<file path="src/rtl/cryptoveril_pipe.sv">
// cryptoveril_pipe: keyed mixing pipeline, one registered round per stage,
// ROUNDS stages deep, elastic valid/ready handshake at both ends.
//
// Each beat carries its own key down the pipe. The key is replicated to
// DATA_W bits, XORed in with a per-round rotation, the word is rotated by a
// key- and round-dependent amount, and the expanded key is then added back
// using ones'-complement (end-around carry) addition.
//
// Optional build macro: CRYPTOVERIL_STATS_EN
//   When defined, the block gains two 32-bit counters on extra output ports:
//   beats_out (delivered results) and stall_cycles (results held back by
//   out_ready low). The datapath is identical with or without the macro.

module cryptoveril_pipe #(
   parameter int DATA_W = 16,
   parameter int KEY_W  = 5,
   parameter int ROUNDS = 3
) (
   input  logic              clk,
   input  logic              rst,
   input  logic              in_valid,
   output logic              in_ready,
   input  logic [DATA_W-1:0] in_data,
   input  logic [KEY_W-1:0]  in_key,
   output logic              out_valid,
   input  logic              out_ready,
   output logic [DATA_W-1:0] out_data,
   output logic              busy
`ifdef CRYPTOVERIL_STATS_EN
   ,
   output logic [31:0]       beats_out,
   output logic [31:0]       stall_cycles
`endif
);

   // Number of key copies needed to cover at least DATA_W bits.
   localparam int KEY_REPS = (DATA_W + KEY_W - 1) / KEY_W;

   // Per-stage state: valid flag, mixed word so far, and the beat's key.
   logic [ROUNDS-1:0] valid_q;
   logic [ROUNDS-1:0] valid_d;
   logic [DATA_W-1:0] data_q [ROUNDS];
   logic [DATA_W-1:0] data_d [ROUNDS];
   logic [KEY_W-1:0]  key_q  [ROUNDS];
   logic [KEY_W-1:0]  key_d  [ROUNDS];

   // Source feeding each stage: the input port for stage 0, the previous
   // stage's registers for every later stage.
   logic [ROUNDS-1:0] src_valid;
   logic [DATA_W-1:0] src_data [ROUNDS];
   logic [KEY_W-1:0]  src_key  [ROUNDS];

   // load_en[i] is high when stage i may take a new value this cycle,
   // either because it is empty or because its current beat moves on.
   logic [ROUNDS-1:0] load_en;

   // Replicate the key until it spans the data width, keep the low bits.
   function automatic logic [DATA_W-1:0] expand_key(input logic [KEY_W-1:0] key);
      logic [KEY_REPS*KEY_W-1:0] rep;
      rep = {KEY_REPS{key}};
      return rep[DATA_W-1:0];
   endfunction

   // Rotate left by amt, where amt is already reduced below DATA_W.
   // The upper half of the doubled word shifted left is the rotation.
   function automatic logic [DATA_W-1:0] rotl(input logic [DATA_W-1:0] x,
                                              input int unsigned     amt);
      logic [2*DATA_W-1:0] dbl;
      dbl = {x, x} << amt;
      return dbl[2*DATA_W-1:DATA_W];
   endfunction

   // One mixing round r on word x with key k.
   // The final add folds the carry back into bit 0; because the sum of two
   // DATA_W-bit words is at most 2^(DATA_W+1)-2, the folded result always
   // fits in DATA_W bits.
   function automatic logic [DATA_W-1:0] mix_round(input logic [DATA_W-1:0] x,
                                                   input logic [KEY_W-1:0]  k,
                                                   input int unsigned       r);
      logic [DATA_W-1:0] k_exp;
      logic [DATA_W-1:0] t;
      logic [DATA_W-1:0] u;
      logic [DATA_W:0]   s;
      int unsigned       word_rot;
      int unsigned       key_rot;
      k_exp    = expand_key(k);
      key_rot  = r % DATA_W;
      t        = x ^ rotl(k_exp, key_rot);
      word_rot = (32'(k) + r) % DATA_W;
      u        = rotl(t, word_rot);
      s        = {1'b0, u} + {1'b0, k_exp};
      return s[DATA_W-1:0] + {{(DATA_W-1){1'b0}}, s[DATA_W]};
   endfunction

   // Backpressure chain: walk from the output back to the input so a stall
   // at the output reaches every stage in the same cycle.
   always_comb begin : ready_chain
      logic down_ready;
      load_en    = '0;
      down_ready = out_ready;
      for (int i = ROUNDS - 1; i >= 0; i--) begin
         down_ready = ~valid_q[i] | down_ready;
         load_en[i] = down_ready;
      end
   end

   // Wire up what each stage would load: the port for stage 0, otherwise
   // the stage in front of it.
   always_comb begin
      src_valid    = '0;
      src_valid[0] = in_valid;
      src_data[0]  = in_data;
      src_key[0]   = in_key;
      for (int i = 1; i < ROUNDS; i++) begin
         src_valid[i] = valid_q[i-1];
         src_data[i]  = data_q[i-1];
         src_key[i]   = key_q[i-1];
      end
   end

   // Next state of every stage. A loading stage takes the upstream valid
   // flag; data and key are only overwritten by a real beat, so an empty
   // output keeps showing its last word.
   always_comb begin
      valid_d = valid_q;
      data_d  = data_q;
      key_d   = key_q;
      for (int i = 0; i < ROUNDS; i++) begin
         if (load_en[i]) begin
            valid_d[i] = src_valid[i];
            if (src_valid[i]) begin
               data_d[i] = mix_round(src_data[i], src_key[i], i);
               key_d[i]  = src_key[i];
            end
         end
      end
   end

   // Stage registers; reset empties the pipe and clears every word.
   always_ff @(posedge clk or posedge rst) begin
      if (rst) begin
         valid_q <= '0;
         for (int i = 0; i < ROUNDS; i++) begin
            data_q[i] <= '0;
            key_q[i]  <= '0;
         end
      end else begin
         valid_q <= valid_d;
         data_q  <= data_d;
         key_q   <= key_d;
      end
   end

   assign in_ready  = load_en[0];
   assign out_valid = valid_q[ROUNDS-1];
   assign out_data  = data_q[ROUNDS-1];
   assign busy      = |valid_q;

`ifdef CRYPTOVERIL_STATS_EN
   logic [31:0] beats_q;
   logic [31:0] beats_d;
   logic [31:0] stall_q;
   logic [31:0] stall_d;

   // Count delivered results and cycles where a result waits on the sink;
   // both counters simply wrap.
   always_comb begin
      beats_d = beats_q;
      stall_d = stall_q;
      if (out_valid & out_ready) begin
         beats_d = beats_q + 32'd1;
      end
      if (out_valid & ~out_ready) begin
         stall_d = stall_q + 32'd1;
      end
   end

   // Statistics registers, cleared together with the pipeline.
   always_ff @(posedge clk or posedge rst) begin
      if (rst) begin
         beats_q <= '0;
         stall_q <= '0;
      end else begin
         beats_q <= beats_d;
         stall_q <= stall_d;
      end
   end

   assign beats_out    = beats_q;
   assign stall_cycles = stall_q;
`endif

endmodule

</file>
<file path="config.mk">
export PLATFORM = sky130hd
export DESIGN_NAME = cryptoveril_pipe
export DESIGN_NICKNAME = d
export VERILOG_FILES = /design/src/rtl/cryptoveril_pipe.sv
export SDC_FILE = /design/constraint.sdc
export NUM_CORES = 1
export LEC_CHECK = 0
export ABC_AREA = 1
export BUFFER_PORTS_ARGS = -buffer_cell sky130_fd_sc_hd__buf_2
export CORE_UTILIZATION = 45
export CTS_CLUSTER_SIZE = 25
export DETAILED_ROUTE_END_ITERATION = 8
export GPL_TIMING_DRIVEN = 0
export SYNTH_ARGS = -nofsm -noshare
export SYNTH_HDL_FRONTEND = slang
export SYNTH_SLANG_ARGS = --single-unit
</file>
<file path="constraint.sdc">
create_clock -name clk -period 11.6 [get_ports clk]
set_clock_uncertainty 0.2 [all_clocks]
set_input_delay 0 -clock clk [delete_from_list [all_inputs] [get_ports clk]]
set_output_delay 0 -clock clk [all_outputs]
set_load 0.005 [all_outputs]
</file>
**Word-level counts from Yosys, hierarchy flattened**

Index checks and enable logic that the tools add are counted.

- Register bits: 61
- Latch bits: 0
- Memory bits (writable): 0
- ROM bits: 0
- Input port bits: 25
- Output and inout bits: 19
- Memories kept: 0

- $add $sub $neg: 8
- Multiply operators: 0
- Div/mod/pow operators: 0
- $lt $le $gt $ge: 0
- Eq/ne operators: 0
- Shift-type cells: 3
- Mux-type cells: 0
- Bitwise logic cells: 9
- Reductions and logical operators: 4

Operator list:

| operator | count |
|---|---|
| $shl 32x4->32 | 3 |
| $add 16x16->17 | 3 |
| $add 16x1->16 | 3 |
| $xor 16x16->16 | 3 |
| $reduce_and 2->1 | 3 |
| $add 4x1->4 const B | 1 |
| $add 4x2->4 const B | 1 |
| $not 1->1 | 3 |
| $or 1x1->1 | 3 |
| $reduce_or 3->1 | 1 |

**Longest topological paths before layout**

Gate-level depths: netlist of run 1.

- Depth in word-level cells: 5
- Mapped depth: 38

**Worst setup path after synthesis of run 1**

No wires, ideal clock.

- Path type: reg2reg
- Start point: register key_q[10] (netlist name)
- End point: register data_q[30] (netlist name)
- Setup time: 131 ps
- Data arrival time: 4656 ps
- Data required time: 11269 ps
- Slack: 6613 ps
- Cell stages (with the launch flop): 39
- Path buffers: 2
- Clock period less this slack: 4987 ps
- Path through: dfrtp_1 -> clkbuf_1 -> inv_1 -> clkbuf_1 -> nand2_1 -> o21ai_0 -> o21ai_0 -> nand2_1 -> o21ai_0 -> nand2_1 -> o21ai_0 -> ha_1 -> inv_1 -> fa_1 -> inv_1 -> nand3_1 -> nand2_1 -> nand2_1 -> (+3 left out) -> nand3_1 -> nand2_1 -> nand3_1 -> nand2_1 -> a21oi_1 -> o21bai_1 -> ha_1 -> inv_1 -> nor3_1 -> inv_1 -> nor2_1 -> inv_1 -> nor2_1 -> nand2_1 -> nor2_1 -> nand3_1 -> xor2_1 -> o21ai_1

- Longest elaborated chain between the ends: 4
- Elaborated cells on any way between the ends: 5
- Classes of those cells: 3 x add/sub; 1 x shift; 1 x bitwise

RTL lines:

| element | RTL line | source |
|---|---|---|
| from (decl) | 44 | `logic [KEY_W-1:0] key_q [ROUNDS];` |
| from (signal assigned) | 150 | `key_q <= key_d;` |
| $add 4x1->4 / $xor 16x16->16 (equally long branches) | 89, 88 |  |
| $shl 32x4->32 | 69 | `dbl = {x, x} << amt;` |
| $add 16x16->17 (*) | 91 | `s = {1'b0, u} + {1'b0, k_exp};` |
| $add 16x1->16 (*) | 92 | `return s[DATA_W-1:0] + {{(DATA_W-1){1'b0}}, s[DATA_W]};` |
| to (signal assigned) | 149 | `data_q <= data_d;` |
| to (decl) | 42 | `logic [DATA_W-1:0] data_q [ROUNDS];` |

Mark *: on every way between the ends. The rest lies on a longest branch, timed or not.
A chain may end at the register's enable or synchronous reset.

**Final worst setup path of run 1**

Ends and elaborated chain as after synthesis.

==> results of run 1 <==
state kept, by name, summed over array words and instances, names as in the netlist:
name,flops
valid_q,3
key_q,10
data_q,32
out_data,16
metal layers:
layer  up-vias  track usage, %
met5         -               0
met4         0           6.305
met3        23           2.918
met2        98           43.20
met1      3728           30.91
li1       4371               -
tightest hold or removal path: stages:
cell and delay (ns):
buf_2 0.18, ha_1 0.16, ha_1 0.13, nand2_1 0.05, o21ai_0 0.06
cell type report:
cell class / count / share of cell area, %
multi-input cells: 1044 / 64.26
flip-flops and latches: 61 / 17.17
inverters: 128 / 5.431
plain buffers: 64 / 3.616
repair buffers: 48 / 3.180
well taps: 225 / 3.166
clock buffers: 11 / 2.617
clock inverters: 4 / 0.5628
what timing repair did:
item / in CTS / in global routing
resized for setup: 0 / 0
endpoints found under the hold margin: 43 / 0
hold buffers: 4 / 0
where the power goes:
part	leakage, nW	switching, mW	internal [mW]
sequential	0.743	0.0704	0.300
combinational	3.63	1.29	0.744
clock	0.132	0.0981	0.165
total	4.51	1.46	1.21
synthesized netlist by cell type (6+ instances only):
| cell | number |
|---|---|
| dfrtp_1 | 61 |
| a21oi_1 | 49 |
| nor3_1 | 8 |
| buf_4 | 17 |
| nand4_1 | 13 |
| inv_2 | 6 |
| nand3_1 | 101 |
| nand2_2 | 15 |
| nor2_2 | 8 |
| clkbuf_1 | 40 |
| a31oi_1 | 14 |
| nor2_1 | 51 |
| xor2_1 | 31 |
| ha_1 | 59 |
| inv_1 | 121 |
| o21ai_0 | 177 |
| mux2i_1 | 26 |
| nand2_1 | 411 |
| xnor2_1 | 36 |
per-stage QoR:
step / std cells / hold slack, ns
after floorplan: 1297 / -0.02084
after global placement: 1565 / 0.1137
after detailed placement: 1566 / 0.03429
after CTS: 1585 / 0.1042
after global routing: 1585 / 0.1769
final: 1585 / 0.09322
logic make-up after synthesis:
kind of cell,count (synthesis),synth area share [%]
and+or+nand+nor,625,32.97
AOI/OAI and AO/OA,263,17.26
buffers and inverters,192,10.00
xor gates and xnor gates,68,7.636
adders and majority gates,62,9.922
DFF,61,18.97
muxes,26,3.235
worst max path at each step:
stage	from	end	slack [ns]	depth (start not counted)
floorplan	key_q[10]$_DFFE_PP0P_	data_q[30]$_DFFE_PP0P_	6.61	38
finish	key_q[10]$_DFFE_PP0P_	data_q[30]$_DFFE_PP0P_	5.47	36
global placement	key_q[10]$_DFFE_PP0P_	data_q[30]$_DFFE_PP0P_	5.48	36
global route	key_q[10]$_DFFE_PP0P_	data_q[30]$_DFFE_PP0P_	4.84	38
CTS	key_q[10]$_DFFE_PP0P_	data_q[30]$_DFFE_PP0P_	5.41	36
detailed placement	key_q[10]$_DFFE_PP0P_	data_q[30]$_DFFE_PP0P_	5.42	36
==> impl_results.md, run 1 <==
- PortBufs: 43
- Tcrit/Tclk final: around 53%
- Root buffer cell: clkbuf_16
- Core area: 17360 um2
- Starting DRT DRC Count: roughly 550
- Clock-pin slew on the worst setup and hold paths: around 0.05 ns
- Final Hold Fails: 0
- Ys Warns: 0
- Mapped Nets: 1384
- CTS tree: built
- Family with the most delay on the worst path: simple AND/OR/NAND/NOR gates
- Status: complete, no violations
- Final setup vio count: 0
- Hold Path Sink: data_q[32]$_DFFE_PP0P_
- Detail Route met2 WL: around 10000 um
- Placed Area: 8569 um2
- Die X: roughly 140 um
- Commonest non-fill, non-tap cell in the layout: nand2_1
- Total Power: approximately 2.7 mW
- Power Density: 300.4 nW/um2
- Synth Cell Area: between 8000 and 9000 um2
- Leading post-synthesis cells by cell area: nand2_1, dfrtp_1, o21ai_0
- Worst Setup Path Type: reg2reg
- Maximum vdd drop: 0.1858 mV
- RD Place Congestion: a little under 0.9
- CP required: ~12 ns
- Worst hold-check path type: in2reg
- EDFF count, synth: 0
- Number of diodes: 0
- WP data arrival: about 6.1 ns
- Longest Clk Path Bufs: 2
- Initial antenna violation count: 0
- Cells after synthesis: approximately 1300
- Vias post-DR: between 8000 and 9000
- M1 wire length: just over 10000 um
- Final setup TNS: 0 ns
- WP buf/inv: 8
- Ports: 44
- Via density: 5.186
- Sequential share of the synthesized area: roughly a fifth
- Yosys reg bits: a little over 60
- FF-to-FF path depth: 36
- Clock sinks: roughly 60
- Slew headroom: between 40% and 50%
- Final HPWL DP: 17790 um
- Reg area: 1526 um2
- Synth cell types: 44
- Die Area: approximately 18000 um2
- Routed wl met3: about 520 um
- CP max stage cell: dfrtp_1
- Slew Viols, Final: 0
- Max-cap viol count: 0
- CP max stage delay: 0.46 ns
- Final core occ: 51.23%
- Area Growth Syn to Fin: 10.53%
- Total grt overflow: 0
- Chip height: roughly 140 um
- Most frequent cells in the layout: nand2_1, o21ai_0, inv_1, nand3_1, dfrtp_1
- Minimum clock period after layout: 6.132 ns
- CP endpoint kind: register
- Setup bufs post-CTS: 0
- Top cell type's share of synthesized area: 19.18%
- Measured slew at the worst slew-check pin: a little under 0.9 ns
- Nets: approximately 1400
- TritonCTS Buffers: 9
- RSZ-0062 raised after global routing: false
- Syn avg cell area: 6.203 um2
- Reg2reg start: key_q[10]$_DFFE_PP0P_
- Crit start category: register
- Starting Density: 46.35%
- Clock latency on the worst-skew pair: approximately 0.33 ns
- F_max: ~160 MHz
- # DRC: 0
- Filler cell count: roughly 1900
- Crit-path max FO: 10
- Ys flop type: dfrtp_1
- Area leader, netlist: nand2_1
- Most frequent CP cell: nand2_1
- Layout cells sized above 1: under 10%
- Post-route ant nets: 0
- Design area: between 8000 and 9000 um2
- Reg2reg end: data_q[30]$_DFFE_PP0P_
- Total GRT Usage: about 24%
- First-pass GRT wire length: around 36000 um
- Top sig layer: met4
- Ys async rst share: 100.0%
- Final worst setup slack: about 5.5 ns
- Final Routed Wirelength: around 21000 um
- Place WS: between 5 and 6 ns
- Worst Hold Depth: 5
- H-tree Lvls: 3
- Largest net degree at the start of global routing: 40
- Multi-input logic area: roughly 5700 um2
- Drt wl/cell: about 14 um
- Vias in the first global route: between 7000 and 8000
- Rows: 48
- Hold Startpoint: in_key[0]
- DR pass1 iterations: 5
- Reg-to-reg setup timing slack: 5.47 ns
- Pleak: approximately 4.5 nW
Power figures use the tool's default switching activity.
==> run 2: changes to the inputs <==
Clock period 11.6 ns to 5.75 ns, I/O delays scaled along.
==> impl_results.md, run 2 (synthesis results as in run 1) <==
- Commonest non-fill, non-tap cell in the layout: nand2_1 (unchanged)
- Status: complete, no violations (unchanged)
- Clock sinks: 61 (unchanged)
- Starting Density: 46.35% (unchanged)
- Slew headroom: 41.42% (was 41.66%)
- First-pass GRT wire length: 36090 um (was 36000 um)
- Pleak: 4.593 nW (was 4.506 nW)
- # DRC: 0 (unchanged)
- WP data arrival: 5.36 ns (was 6.14 ns)
- Reg2reg start: key_q[10]$_DFFE_PP0P_ (unchanged)
- Total grt overflow: 0 (unchanged)
- Design area: 9035 um2 (was 8892 um2)
- Largest Register: data_q (unchanged)
- CP max stage delay: 0.44 ns (was 0.46 ns)
- Chip height: 135.7 um (unchanged)
- Area Growth Syn to Fin: 12.30% (was 10.53%)
- Reg-to-reg setup timing slack: 0.44 ns (was 5.47 ns)
- Most frequent cells in the layout: nand2_1, o21ai_0, inv_1, nand3_1, ha_1 (was nand2_1, o21ai_0, inv_1, nand3_1, dfrtp_1)
- CP required: 5.80 ns (was 11.61 ns)
- Power Density: 603.0 nW/um2 (was 300.4 nW/um2)
- Crit start category: register (unchanged)
- Clock-pin slew on the worst setup and hold paths: 0.05 ns (about the same)
- Max-cap viol count: 0 (unchanged)
- Placed Area: 8569 um2 (unchanged)
- Final setup vio count: 0 (unchanged)
- Reg area: 1531 um2 (was 1526 um2)
- Number of flip-flops in the largest register: 32 (unchanged)
- Vias post-DR: 8247 (was 8220)
- Starting DRT DRC Count: 482 (was 545)
- Final Hold Fails: 0 (unchanged)
- Core area: 17360 um2 (unchanged)
- Crit path from: key_q[10]$_DFFE_PP0P_ (unchanged)
- Minimum clock period after layout: 5.310 ns (was 6.132 ns)
- Multi-input logic area: 5797 um2 (was 5714 um2)
- Hold Startpoint: in_key[0] (unchanged)
- Tcrit/Tclk final: 92.34% (was 52.87%)
- Largest net degree at the start of global routing: 40 (unchanged)
- Most frequent CP cell: nand2_1 (unchanged)
- Worst Setup Path Type: reg2reg (unchanged)
- Via density: 5.197 (was 5.186)
- Vias in the first global route: 7679 (was 7666)
- Root buffer cell: clkbuf_16 (unchanged)
- H-tree Lvls: 3 (unchanged)
- Drt wl/cell: 13.68 um (was 13.53 um)
- Layout cells sized above 1: 11.75% (was 9.044%)
- Die X: 135.7 um (unchanged)
- Number of diodes: 0 (unchanged)
- TritonCTS Buffers: 9 (unchanged)
- Maximum vdd drop: 0.3744 mV (was 0.1858 mV)
- Crit-path max FO: 10 (unchanged)
- Total GRT Usage: 24.44% (was 24.35%)
- Worst hold-check path type: in2reg (unchanged)
- DR pass1 iterations: 5 (unchanged)
- Slew Viols, Final: 0 (unchanged)
- Filler cell count: 1874 (was 1887)
- Hold slack: 0.1006 ns (was 0.09322 ns)
- Rows: 48 (unchanged)
- PortBufs: 43 (unchanged)
- Initial antenna violation count: 0 (unchanged)
- Ports: 44 (unchanged)
- RD Place Congestion: 0.8732 (unchanged)
- CP max stage cell: dfrtp_2 (was dfrtp_1)
- Clock latency on the worst-skew pair: 0.33 ns (about the same)
- CP endpoint kind: register (unchanged)
- CTS tree: built (unchanged)
- Measured slew at the worst slew-check pin: 0.8774 ns (was 0.8738 ns)
- Final HPWL DP: 17790 um (unchanged)
- Post-route ant nets: 0 (unchanged)
- F_max: 188.3 MHz (was 163.1 MHz)
- Nets: 1445 (was 1443)
- Die Area: 18420 um2 (unchanged)
- Longest Clk Path Bufs: 2 (unchanged)
- Final Routed Wirelength: 21720 um (was 21440 um)
run 2: report_power, final:
| group | switching, mW | total (mW) | internal, mW |
|---|---|---|---|
| sequential | 0.142 | 0.749 | 0.607 |
| clock | 0.198 | 0.531 | 0.332 |
| combinational | 2.64 | 4.17 | 1.53 |
| total | 2.98 | 5.45 | 2.47 |
run 2: worst max-delay path: cells and delay by family, from the launching register on:
family	cells	cell delay (ns)
multiplexers	1	0.24
AO/OA/AOI/OAI	8	1.05
AND/OR/NAND/NOR	15	1.66
flip-flops	1	0.44
buffers and inverters	9	0.86
adder cells (fa/ha/maj)	3	0.76
run 2: final timing paths:
check | end | cells past startpoint
setup / recovery | data_q[22]$_DFFE_PP0P_ | 36
hold reg to reg | out_data[4]$_DFFE_PP0P_ | 2
hold / removal | data_q[32]$_DFFE_PP0P_ | 5
setup reg to reg | data_q[22]$_DFFE_PP0P_ | 36
max in group asynchronous | key_q[10]$_DFFE_PP0P_ | 4
min in group asynchronous | out_data[9]$_DFFE_PP0P_ | 3
run 2: per-layer routing:
metal | wire length [um] | GRT usage, %
met4 | 369 | 6.305
met2 | 10660 | 43.51
met5 | 0 | 0
met1 | 10250 | 30.92
met3 | 441 | 2.918
run 2: layout make-up:
| cell class | instances | share of cell area [%] |
|---|---|---|
| multi-input cells | 1044 | 64.16 |
| flip-flops and latches | 61 | 16.95 |
| inverters | 128 | 5.346 |
| plain buffers | 63 | 3.919 |
| repair buffers | 51 | 3.379 |
| well taps | 225 | 3.116 |
| clock buffers | 11 | 2.576 |
| clock inverters | 4 | 0.5539 |
run 2: metrics by stage:
step	setup TNS [ns]	power (mW)	util (%)	setup WS [ns]	std cells
after floorplan	0	3.938	-	0.7630	1297
after global placement	-1.951	4.796	49.21	-0.3691	1565
after detailed placement	-2.378	4.850	49.37	-0.4344	1566
after CTS	0	5.422	51.36	0.01575	1584
after global routing	-0.01481	6.087	52.05	-0.01371	1587
final	0	5.448	52.05	0.4403	1587
run 2: timing repair:
action / 4_1_cts / 5_1_grt
hold buffers: 4 / 0
pin swaps: 0 / 2
setup endpoints to repair: 9 / 21
resized for setup: 9 / 60
gates cloned: 0 / 0
setup buffers: 0 / 3
hold endpoints to repair: 43 / 0
==> run 3: changes to the inputs <==
Clock period 5.75 ns to 5.7 ns, I/O delays scaled along.
==> impl_results.md, run 3 (synthesis results as in run 1) <==
- Die X: 135.7 um (unchanged)
- Largest net degree at the start of global routing: 40 (unchanged)
- Total grt overflow: 0 (unchanged)
- Reg2reg start: key_q[13]$_DFFE_PP0P_ (was key_q[10]$_DFFE_PP0P_)
- Vias in the first global route: 7681 (was 7679)
- Most frequent cells in the layout: nand2_1, o21ai_0, inv_1, nand3_1, ha_1 (unchanged)
- Power Internal: 2.496 mW (was 2.472 mW)
- Initial antenna violation count: 0 (unchanged)
- Clk network pwr share: 9.7% (about the same)
- F_max: 188.2 MHz (was 188.3 MHz)
- Slew headroom: 41.44% (was 41.42%)
- Non-Filler Instances: 1586 (was 1587)
- Register share of total power: 13.8% (about the same)
- Worst hold-check path type: in2reg (unchanged)
- Final Routed Wirelength: 21640 um (was 21720 um)
- CP max stage cell: dfrtp_1 (was dfrtp_2)
- Total GRT Usage: 24.43% (was 24.44%)
- Final setup vio count: 0 (unchanged)
- Number of flip-flops in the largest register: 32 (unchanged)
- RD Place Congestion: 0.8732 (unchanged)
- # DRC: 0 (unchanged)
- Power Density: 608.3 nW/um2 (was 603.0 nW/um2)
- Worst Hold Depth: 5 (unchanged)
- Measured slew at the worst slew-check pin: 0.8772 ns (was 0.8774 ns)
- Number of diodes: 0 (unchanged)
- Clock-pin slew on the worst setup and hold paths: 0.05 ns (about the same)
- Maximum vdd drop: 0.3778 mV (was 0.3744 mV)
- Logic pwr share: 76.5% (about the same)
- DR pass1 iterations: 6 (was 5)
- Die Area: 18420 um2 (unchanged)
- Slew Viols, Final: 0 (unchanged)
- WP data arrival: 5.37 ns (was 5.36 ns)
- Largest Register: data_q (unchanged)
- CP required: 5.75 ns (was 5.80 ns)
- Worst Setup Path Type: reg2reg (unchanged)
- Dpl cells: 1566 (unchanged)
- Sw frac: 54.63% (about the same)
- Area Growth Syn to Fin: 12.39% (was 12.30%)
- Commonest non-fill, non-tap cell in the layout: nand2_1 (unchanged)
- Core area: 17360 um2 (unchanged)
- Rows: 48 (unchanged)
- H-tree Lvls: 3 (unchanged)
- Family with the most delay on the worst path: simple AND/OR/NAND/NOR gates (unchanged)
- Starting Density: 46.35% (unchanged)
- CP endpoint kind: register (unchanged)
- Via density: 5.198 (was 5.197)
- PortBufs: 43 (unchanged)
- CTS tree: built (unchanged)
- Drt wl/cell: 13.64 um (was 13.68 um)
- Final HPWL DP: 17790 um (unchanged)
- Post-route ant nets: 0 (unchanged)
- Nets: 1444 (was 1445)
- FF-to-FF path depth: 33 (was 36)
- Root buffer cell: clkbuf_16 (unchanged)
- Minimum clock period after layout: 5.314 ns (was 5.310 ns)
- CP max stage delay: 0.61 ns (was 0.44 ns)
- Starting DRT DRC Count: 532 (was 482)
- Reg-to-reg setup timing slack: 0.39 ns (was 0.44 ns)
- TritonCTS Buffers: 9 (unchanged)
- Clock latency on the worst-skew pair: 0.33 ns (about the same)
- Crit-path max FO: 10 (unchanged)
- Final Hold Fails: 0 (unchanged)
- WP buf/inv: 8 (was 9)
- Hold Path Sink: data_q[32]$_DFFE_PP0P_ (unchanged)
- First-pass GRT wire length: 36090 um (about the same)
- Reg2reg end: data_q[22]$_DFFE_PP0P_ (unchanged)
- Pleak: 4.590 nW (was 4.593 nW)
- Chip height: 135.7 um (unchanged)
- Hold Startpoint: in_key[0] (unchanged)
- Longest Clk Path Bufs: 2 (unchanged)
- Status: complete, no violations (unchanged)
- Final setup TNS: 0 ns (unchanged)
- Tcrit/Tclk final: 93.24% (was 92.34%)
- Max-cap viol count: 0 (unchanged)
- Sw power: 3.005 mW (was 2.977 mW)
- Ports: 44 (unchanged)
- Layout cells sized above 1: 11.83% (was 11.75%)
- Crit start category: register (unchanged)
- Clock sinks: 61 (unchanged)
- Vias post-DR: 8244 (was 8247)
==> run 3: changes by cell type in the layout (fill, tap and decap cells not counted) <==
cell	before	now
clkbuf_4	3	4
nor2_4	1	2
dfrtp_1	57	56
nor2_2	11	10
o21ai_0	169	167
o21ai_1	12	13
clkbuf_2	14	13
buf_2	45	44
dfrtp_2	4	5
o21ai_2	0	1
==> run 3: stage by stage <==
step           area, um2  utilization, %  worst slack, ns  power, mW  hold slack (ns)
2_1_floorplan       8045               -           0.7130      3.973         -0.02084
3_3_place_gp        8542           49.21          -0.4191      4.839           0.1137
3_5_place_dp        8569           49.37          -0.4844      4.892          0.03429
4_1_cts             8912           51.35         0.007981      5.470           0.1042
5_1_grt             9042           52.10         -0.01337      6.148           0.1634
6_report            9042           52.10           0.3856      5.501           0.1015
==> run 3: area by class of cell <==
cell class              instances  area [um2]
plain buffers                  62       349.1
flip-flops and latches         61        1533
multi-input cells            1044        5806
well taps                     225       281.5
repair buffers                 51       307.8
inverters                     128       483.0
clock inverters                 4       50.05
clock buffers                  11       232.7
fillers                      1869        8314
==> run 3: how the worst max path moves through the flow <==
stage,start,end,slack (ns),cells after the start
floorplan,key_q[10]$_DFFE_PP0P_,data_q[30]$_DFFE_PP0P_,0.71,38
global placement,key_q[10]$_DFFE_PP0P_,data_q[30]$_DFFE_PP0P_,-0.42,36
detailed placement,key_q[10]$_DFFE_PP0P_,data_q[30]$_DFFE_PP0P_,-0.48,36
CTS,key_q[11]$_DFFE_PP0P_,data_q[30]$_DFFE_PP0P_,0.008,34
global route,key_q[6]$_DFFE_PP0P_,out_data[12]$_DFFE_PP0P_,-0.01,31
finish,key_q[13]$_DFFE_PP0P_,data_q[22]$_DFFE_PP0P_,0.39,33
==> run 3: per-layer routing <==
| layer | track usage [%] | wire length [um] |
|---|---|---|
| met4 | 6.492 | 348 |
| met1 | 30.92 | 10200 |
| met3 | 2.955 | 460 |
| met5 | 0 | 0 |
| met2 | 43.37 | 10630 |
==> run 3: tightest hold or removal path, delay by kind of cell <==
| family | cells | cell delay (ns) |
|---|---|---|
| adder cells (fa/ha/maj) | 2 | 0.30 |
| AND/OR/NAND/NOR | 1 | 0.05 |
| buffers and inverters | 1 | 0.19 |
| AO/OA/AOI/OAI | 1 | 0.06 |
==> run 3: power by group through the flow <==
| stage | sequential, mW | clock, mW | combinational [mW] |
|---|---|---|---|
| after floorplan | 0.714 | 0 | 3.26 |
| after global routing | 0.780 | 0.569 | 4.80 |
| after detailed placement | 0.762 | 0 | 4.13 |
| final | 0.759 | 0.535 | 4.21 |
| after CTS | 0.759 | 0.548 | 4.16 |
| after global placement | 0.758 | 0 | 4.08 |
==> run 3: repair_timing <==
action / 4_1_cts / 5_1_grt
buffers inserted: 0 / 3
endpoints found under the hold margin: 43 / 0
pin swaps: 0 / 3
hold buffers: 4 / 0
gates resized for setup: 11 / 61
endpoints found under the setup margin: 10 / 21
